[src/rtl/vend_txn_ctrl_pkg.sv]
// Shared types and helpers for the vending transaction sequencer:
// FSM state encoding, coin denominations and the price-table lookup.
package vend_pkg;

    typedef enum logic [1:0] {
        IDLE   = 2'd0,
        CREDIT = 2'd1,
        VEND   = 2'd2,
        CHANGE = 2'd3
    } state_t;

    localparam logic [3:0] COIN_1  = 4'd1;
    localparam logic [3:0] COIN_2  = 4'd2;
    localparam logic [3:0] COIN_5  = 4'd5;
    localparam logic [3:0] COIN_10 = 4'd10;

    // item0 lives in bits [7:0], item3 in bits [31:24]
    localparam logic [31:0] PRICES_DEFAULT = 32'h1E19140F;

    function automatic logic [7:0] price_of(input logic [1:0]  idx,
                                            input logic [31:0] prices = PRICES_DEFAULT);
        return prices[{idx, 3'b000} +: 8];
    endfunction

    function automatic logic coin_legal(input logic [3:0] value);
        return (value == COIN_1) || (value == COIN_2) ||
               (value == COIN_5) || (value == COIN_10);
    endfunction

endpackage

[src/rtl/vend_txn_ctrl_if.sv]
// Handshake bundle between the sequencer and the coin acceptor, item buttons,
// dispense mechanism and refund hopper.
interface vend_txn_ctrl_if #(
    parameter int unsigned CREDIT_W = 8
);
    logic                coin_in;
    logic [3:0]          coin_value;
    logic [3:0]          push;
    logic [3:0]          sold_out;
    logic                cancel;
    logic                dispense_ack;
    logic                refund_ready;
    logic [3:0]          dispense;
    logic [3:0]          refund;
    logic                refund_valid;
    logic [CREDIT_W-1:0] credit;
    logic                coin_reject;
    logic                busy;

    // The sequencer itself
    modport slave (
        input  coin_in, coin_value, push, sold_out, cancel, dispense_ack, refund_ready,
        output dispense, refund, refund_valid, credit, coin_reject, busy
    );

    // The surrounding mechanisms / environment
    modport master (
        output coin_in, coin_value, push, sold_out, cancel, dispense_ack, refund_ready,
        input  dispense, refund, refund_valid, credit, coin_reject, busy
    );
endinterface

[src/rtl/vend_change_sel.sv]
// Greedy change selector: picks the largest coin (10/5/2/1) not exceeding the
// remaining credit, or 0 when nothing is owed.
module vend_change_sel
    import vend_pkg::*;
#(
    parameter int unsigned CREDIT_W = 8
) (
    input  logic [CREDIT_W-1:0] credit_i,
    output logic [3:0]          coin_o
);

    always_comb begin
        if (credit_i >= CREDIT_W'(COIN_10)) begin
            coin_o = COIN_10;
        end else if (credit_i >= CREDIT_W'(COIN_5)) begin
            coin_o = COIN_5;
        end else if (credit_i >= CREDIT_W'(COIN_2)) begin
            coin_o = COIN_2;
        end else if (credit_i >= CREDIT_W'(COIN_1)) begin
            coin_o = COIN_1;
        end else begin
            coin_o = 4'd0;
        end
    end

endmodule

[src/rtl/vend_txn_ctrl.sv]
// Vending transaction sequencer: accumulates coin credit, matches button
// presses against the price table, drives dispense and pays change greedily.
module vend_txn_ctrl
    import vend_pkg::*;
#(
    parameter int unsigned         CREDIT_W   = 8,
    parameter logic [CREDIT_W-1:0] MAX_CREDIT = CREDIT_W'(99),
    parameter logic [31:0]         PRICES     = 32'h1E19140F,
    parameter logic [15:0]         TIMEOUT    = 16'd50000
) (
    input  logic            clk,
    input  logic            rst_n,
    vend_txn_ctrl_if.slave  bus
);

    state_t              state_q, state_d;
    logic [CREDIT_W-1:0] credit_q, credit_d;
    logic [15:0]         timer_q, timer_d;
    logic [3:0]          dispense_q, dispense_d;
    logic [3:0]          refund_q, refund_d;
    logic                refund_valid_q, refund_valid_d;
    logic                coin_reject_q, coin_reject_d;
    logic                busy_q, busy_d;

    logic [CREDIT_W:0]   coin_sum;
    logic                coin_fits;
    logic                coin_accept;
    logic [1:0]          push_idx;
    logic [CREDIT_W-1:0] item_price;
    logic                push_ok;
    logic                xfer;
    logic [CREDIT_W-1:0] credit_after;
    logic [CREDIT_W-1:0] sel_credit;
    logic [3:0]          sel_coin;

    // One extra bit on the sum so a near-full credit plus a coin never wraps below MAX_CREDIT
    assign coin_sum  = {1'b0, credit_q} + (CREDIT_W+1)'(bus.coin_value);
    assign coin_fits = coin_legal(bus.coin_value) && (coin_sum <= {1'b0, MAX_CREDIT});

    always_comb begin : pick_item
        push_idx = 2'd0;
        for (int i = 3; i >= 0; i--) begin
            if (bus.push[i]) begin
                push_idx = 2'(i);
            end
        end
    end

    assign item_price = CREDIT_W'(price_of(push_idx, PRICES));
    assign push_ok    = (|bus.push) && !bus.sold_out[push_idx] && (credit_q >= item_price);

    // After a transfer the next coin is chosen from the post-payout credit, so
    // back-to-back refunds need no idle cycle between them.
    assign xfer         = refund_valid_q && bus.refund_ready;
    assign credit_after = credit_q - CREDIT_W'(refund_q);
    assign sel_credit   = xfer ? credit_after : credit_q;

    vend_change_sel #(
        .CREDIT_W (CREDIT_W)
    ) u_change_sel (
        .credit_i (sel_credit),
        .coin_o   (sel_coin)
    );

    always_comb begin : fsm_next
        // NOTE: every _d gets its hold value first so no branch can infer a latch.
        state_d        = state_q;
        credit_d       = credit_q;
        timer_d        = timer_q;
        dispense_d     = dispense_q;
        refund_d       = refund_q;
        refund_valid_d = refund_valid_q;
        coin_accept    = 1'b0;

        case (state_q)
            IDLE: begin
                if (bus.coin_in && coin_fits) begin
                    coin_accept = 1'b1;
                    credit_d    = coin_sum[CREDIT_W-1:0];
                    timer_d     = '0;
                    state_d     = CREDIT;
                end
            end
            CREDIT: begin
                if (bus.cancel || (timer_q >= TIMEOUT)) begin
                    state_d = CHANGE;
                end else if (bus.coin_in && coin_fits) begin
                    coin_accept = 1'b1;
                    credit_d    = coin_sum[CREDIT_W-1:0];
                    timer_d     = '0;
                end else if (!bus.coin_in && push_ok) begin
                    state_d    = VEND;
                    dispense_d = 4'b0001 << push_idx;
                    credit_d   = credit_q - item_price;
                end else begin
                    timer_d = timer_q + 16'd1;
                end
            end
            VEND: begin
                if (bus.dispense_ack) begin
                    dispense_d = '0;
                    state_d    = (credit_q != '0) ? CHANGE : IDLE;
                end
            end
            CHANGE: begin
                if (xfer) begin
                    credit_d = credit_after;
                    if (credit_after == '0) begin
                        state_d        = IDLE;
                        refund_valid_d = 1'b0;
                        refund_d       = '0;
                    end else begin
                        refund_d = sel_coin;
                    end
                end else if (!refund_valid_q) begin
                    if (credit_q == '0) begin
                        state_d = IDLE;
                    end else begin
                        refund_d       = sel_coin;
                        refund_valid_d = 1'b1;
                    end
                end
            end
            default: state_d = IDLE;
        endcase

        coin_reject_d = bus.coin_in && !coin_accept;
        busy_d        = (state_d == VEND) || (state_d == CHANGE);
    end

    always_ff @(posedge clk) begin
        if (!rst_n) begin
            state_q        <= IDLE;
            credit_q       <= '0;
            timer_q        <= '0;
            dispense_q     <= '0;
            refund_q       <= '0;
            refund_valid_q <= 1'b0;
            coin_reject_q  <= 1'b0;
            busy_q         <= 1'b0;
        end else begin
            // NOTE: non-blocking updates so every register samples the same pre-edge values.
            state_q        <= state_d;
            credit_q       <= credit_d;
            timer_q        <= timer_d;
            dispense_q     <= dispense_d;
            refund_q       <= refund_d;
            refund_valid_q <= refund_valid_d;
            coin_reject_q  <= coin_reject_d;
            busy_q         <= busy_d;
        end
    end

    assign bus.dispense     = dispense_q;
    assign bus.refund       = refund_q;
    assign bus.refund_valid = refund_valid_q;
    assign bus.credit       = credit_q;
    assign bus.coin_reject  = coin_reject_q;
    assign bus.busy         = busy_q;

endmodule

[src/flat_wrapper.sv]
// flat-port wrapper written by rule: the top's interface ports become plain ports
module vend_txn_ctrl_flat import vend_pkg::*;
#(
    parameter int unsigned         CREDIT_W   = 8,
    parameter logic [CREDIT_W-1:0] MAX_CREDIT = CREDIT_W'(99),
    parameter logic [31:0]         PRICES     = 32'h1E19140F,
    parameter logic [15:0]         TIMEOUT    = 16'd50000
)
  (clk, rst_n, bus_coin_in, bus_coin_value, bus_push, bus_sold_out, bus_cancel, bus_dispense_ack, bus_refund_ready, bus_dispense, bus_refund, bus_refund_valid, bus_credit, bus_coin_reject, bus_busy);
  vend_txn_ctrl_if #(.CREDIT_W(CREDIT_W)) bus_i ();
  input  logic clk;
  input  logic rst_n;
  input wire logic [$bits(bus_i.coin_in)-1:0] bus_coin_in;
  input wire logic [$bits(bus_i.coin_value)-1:0] bus_coin_value;
  input wire logic [$bits(bus_i.push)-1:0] bus_push;
  input wire logic [$bits(bus_i.sold_out)-1:0] bus_sold_out;
  input wire logic [$bits(bus_i.cancel)-1:0] bus_cancel;
  input wire logic [$bits(bus_i.dispense_ack)-1:0] bus_dispense_ack;
  input wire logic [$bits(bus_i.refund_ready)-1:0] bus_refund_ready;
  output wire logic [$bits(bus_i.dispense)-1:0] bus_dispense;
  output wire logic [$bits(bus_i.refund)-1:0] bus_refund;
  output wire logic [$bits(bus_i.refund_valid)-1:0] bus_refund_valid;
  output wire logic [$bits(bus_i.credit)-1:0] bus_credit;
  output wire logic [$bits(bus_i.coin_reject)-1:0] bus_coin_reject;
  output wire logic [$bits(bus_i.busy)-1:0] bus_busy;
  assign bus_i.coin_in = bus_coin_in;
  assign bus_i.coin_value = bus_coin_value;
  assign bus_i.push = bus_push;
  assign bus_i.sold_out = bus_sold_out;
  assign bus_i.cancel = bus_cancel;
  assign bus_i.dispense_ack = bus_dispense_ack;
  assign bus_i.refund_ready = bus_refund_ready;
  assign bus_dispense = bus_i.dispense;
  assign bus_refund = bus_i.refund;
  assign bus_refund_valid = bus_i.refund_valid;
  assign bus_credit = bus_i.credit;
  assign bus_coin_reject = bus_i.coin_reject;
  assign bus_busy = bus_i.busy;
  vend_txn_ctrl #(.CREDIT_W(CREDIT_W), .MAX_CREDIT(MAX_CREDIT), .PRICES(PRICES), .TIMEOUT(TIMEOUT)) u_core (.clk(clk), .rst_n(rst_n), .bus(bus_i));
endmodule
[config.mk]
export PLATFORM = sky130hd
export DESIGN_NAME = vend_txn_ctrl_flat
export DESIGN_NICKNAME = d
export VERILOG_FILES = /design/src/rtl/vend_txn_ctrl_pkg.sv /design/src/rtl/vend_txn_ctrl_if.sv /design/src/rtl/vend_change_sel.sv /design/src/rtl/vend_txn_ctrl.sv /design/src/flat_wrapper.sv
export SDC_FILE = /design/constraint.sdc
export NUM_CORES = 1
export LEC_CHECK = 0
export BUFFER_PORTS_ARGS = -buffer_cell sky130_fd_sc_hd__buf_2
export CORE_UTILIZATION = 57
export DETAILED_ROUTE_END_ITERATION = 16
export PLACE_DENSITY = 0.78
export SYNTH_ARGS = -nofsm -noshare
export SYNTH_HDL_FRONTEND = slang
export SYNTH_SLANG_ARGS = --single-unit
[constraint.sdc]
create_clock -name clk -period 6.6 [get_ports clk]
set_input_delay 0.99 -clock clk [delete_from_list [all_inputs] [get_ports clk]]
set_output_delay 0.99 -clock clk [all_outputs]
set_load 0.05 [all_outputs]
==> results.yml <==
logic_synthesis:
  async_reset_ff_frac: 0
  ys_ff_latch: 37
  synth-seq-area-share: 0.237
  syn-num-nets: 450
  avgSynthCellArea_sq_um: 7.56
  synth_warnings: 0
  synthDistinctLibCells: 68
  syn_inst: 414
  syn-cell-area_sq_um: 3130
  synth_ff_type: "dfxtp_1"
  synth_edf_count: 0
final_layout:
  n_fill_cell: 462
  diodes: 0
  nNetsFinal: 472
  seq_area_sq_um: 741
  multi_input_area_sq_um: 2230
  mostFrequentLayoutCells: "nand2_1 (43), dfxtp_1 (37), buf_2 (36)"
  area_growth_pct: 8.99
  layout-drive-gt1-share: 0.142
  final_common_cell: "nand2_1"
timing:
  setup_tns_ps: 0
  maxSlewViolCount: 0
  fin_crit_ps: 4170
  finClkSkew_ps: 11.1
  hold_viol_final: 0
  relSlewSlack: 0.284
  max_freq_ghz: 0.240
  rsz0062_at_grt: "false"
  setup_viol: 0
  post-route-period-util: 0.632
  tightest_slew_ps: 1070
routing:
  drt_iter0_drc: 470
  wl_mm: 9.01
  drc: 0
  dr.pass1.iters: 5
  ant_nets: 0
  vias: 3483
  viasPerCell: 6.87
  wl_per_cell_microns: 17.8
cts:
  cts_max_path_buffers: 2
  clk_pin_slew_ps: 80
  cts_buffers: 5
  tritoncts: "built"
  h-tree-depth: 2
  cts_repair_resize_count: 0
  post_cts_buffers: 0
  cts.sinks: 37
  insertion_delay_ps: 290
  cts_root_buf: "clkbuf_8"
  holdBufCountCts: 0
worst_setup_path:
  start_kind: "input pin"
  crit_type: "in2reg"
  cp_max_fo: 11
  endpoint_kind: "register"
  arrival_ps: 4370
  crit_family: "compound AO/OA/AOI/OAI gates"
  worstPathRequired_ps: 6800
  slowest_delay_ps: 890
  worst_path_max_delay_cell: "a21oi_1"
  cp_num_buf_inv: 1
  cp.depth: 10
  path_cells: "buf_2 > ha_1 > fa_1 > a211oi_2 > nor3_1 > xnor2_1 > or3_1 > a21oi_1 > a22oi_1 > o32ai_1"
  rr_worst_depth: 9
placement:
  port_buffers: 36
  gp_congestion: 0.915
  place_hpwl_mm: 6.50
min_path:
  min_path_cells: 2
  holdCritPathClass: "reg2reg"
die:
  die_width_microns: 76.1
  io_pins: 37
  die_area_sq_um: 5800
  fp.coreArea_sq_um: 5200
  num_rows: 26
  dieHeight_microns: 76.1
  initial_core_util: 0.602
power_and_ir_drop:
  p_leak_nw: 1.28
  p_total_mw: 0.570
  p_per_area_nw_per_um2: 167
  ir_worst_vdd_mv: 0.136
grt:
  grt_use_total: 0.317
  grt_pass1_vias: 3186
  grt_pass1_wl_mm: 15.0
  overflow: 0
  grt_max_degree: 37
  antenna_found_initial: 0
status:
  status: "complete, no violations"
job:
  max_cap_viol_count: 0
## registers in the layout, summed over array words and instances, names as in the netlist
signal / flops
u_core.state_q: 2
u_core.bus.coin_reject: 1
u_core.bus.refund: 4
u_core.bus.dispense: 4
u_core.bus.busy: 1
u_core.bus.refund_valid: 1
u_core.timer_q: 16
u_core.bus.credit: 8
## layer usage
layer	GRT usage	wire length [microns]
met5	0	0
met4	0.0923	172
met3	0.0754	1020
met2	0.473	3900
met1	0.452	3910
## through the flow
stage	setup slack [ps]	hold slack [ps]	util	instances	area, sq um
final	2430	460	0.656	507	3410
after global routing	2280	484	0.656	507	3410
after CTS	2580	465	0.656	507	3410
after detailed placement	2290	452	0.636	499	3310
after global placement	2420	439	0.636	499	3310
after floorplan	2980	458	-	414	3130
## cells in the mapped netlist, types with 3 or more instances
| cell type | instances | area, sq um |
|---|---|---|
| a21oi_1 | 32 | 160 |
| xnor2_1 | 3 | 26.3 |
| a21o_1 | 5 | 37.5 |
| o311a_1 | 3 | 30.0 |
| xor2_1 | 7 | 61.3 |
| ha_1 | 15 | 188 |
| a221oi_1 | 3 | 26.3 |
| o21ai_0 | 24 | 120 |
| a211oi_1 | 4 | 30.0 |
| dfxtp_1 | 37 | 741 |
| nor3_1 | 13 | 65.1 |
| a2111oi_0 | 3 | 26.3 |
| o21a_1 | 5 | 37.5 |
| nor4_1 | 10 | 62.6 |
| o22ai_1 | 5 | 31.3 |
| nand2b_1 | 4 | 25.0 |
| o211ai_1 | 3 | 22.5 |
| a211o_1 | 5 | 43.8 |
| o32ai_1 | 4 | 35.0 |
| buf_2 | 7 | 35.0 |
| or2_2 | 4 | 25.0 |
| nor2b_1 | 6 | 37.5 |
| clkbuf_1 | 14 | 52.6 |
| nor3b_1 | 5 | 37.5 |
| a32o_1 | 8 | 80.1 |
| nand3_1 | 24 | 120 |
| or3_1 | 5 | 31.3 |
| o31ai_1 | 5 | 37.5 |
| inv_1 | 19 | 71.3 |
| a31oi_1 | 6 | 37.5 |
| o32a_1 | 3 | 30.0 |
| nor2_1 | 31 | 116 |
| fa_1 | 3 | 60.1 |
| nand2_1 | 43 | 161 |
## logic make-up after synthesis
family | after synthesis | share of synthesized area
AOI/OAI and AO/OA | 146 | 0.339
buffers and inverters | 41 | 0.0519
DFF | 37 | 0.237
muxes | 3 | 0.00999
and+or+nand+nor | 159 | 0.256
adders and majority gates | 18 | 0.0791
xor gates and xnor gates | 10 | 0.0280
## worst min-delay path, cell delays in order, from the launching register on
cell and delay (ps):
dfxtp_1 310, nand2_1 50, a21oi_1 50
## where the power goes
group / leakage, nW / internal (mW) / switching [mW]
clock network: 0.0542 / 0.0946 / 0.0859
registers: 0.299 / 0.227 / 0.0106
logic: 0.931 / 0.0522 / 0.0993
total: 1.28 / 0.374 / 0.196
## final cells by class
type	count	area share
multi-input cells	336	0.653
repair buffers	36	0.0528
well taps	70	0.0257
flip-flops and latches	37	0.217
inverters	20	0.0220
clock inverters	1	0.00147
clock buffers	7	0.0282
## final timing paths
kind                            slack, ps                    from                endpoint
worst min-delay path                  460  u_core.bus.dispense[3]  u_core.bus.dispense[3]
worst max register to register       2850    u_core.bus.credit[0]    u_core.bus.credit[7]
worst max-delay path                 2430       bus_coin_value[0]    u_core.bus.credit[7]
worst min register to register        460  u_core.bus.dispense[3]  u_core.bus.dispense[3]
No activity file was read; power rests on OpenSTA's default activity.
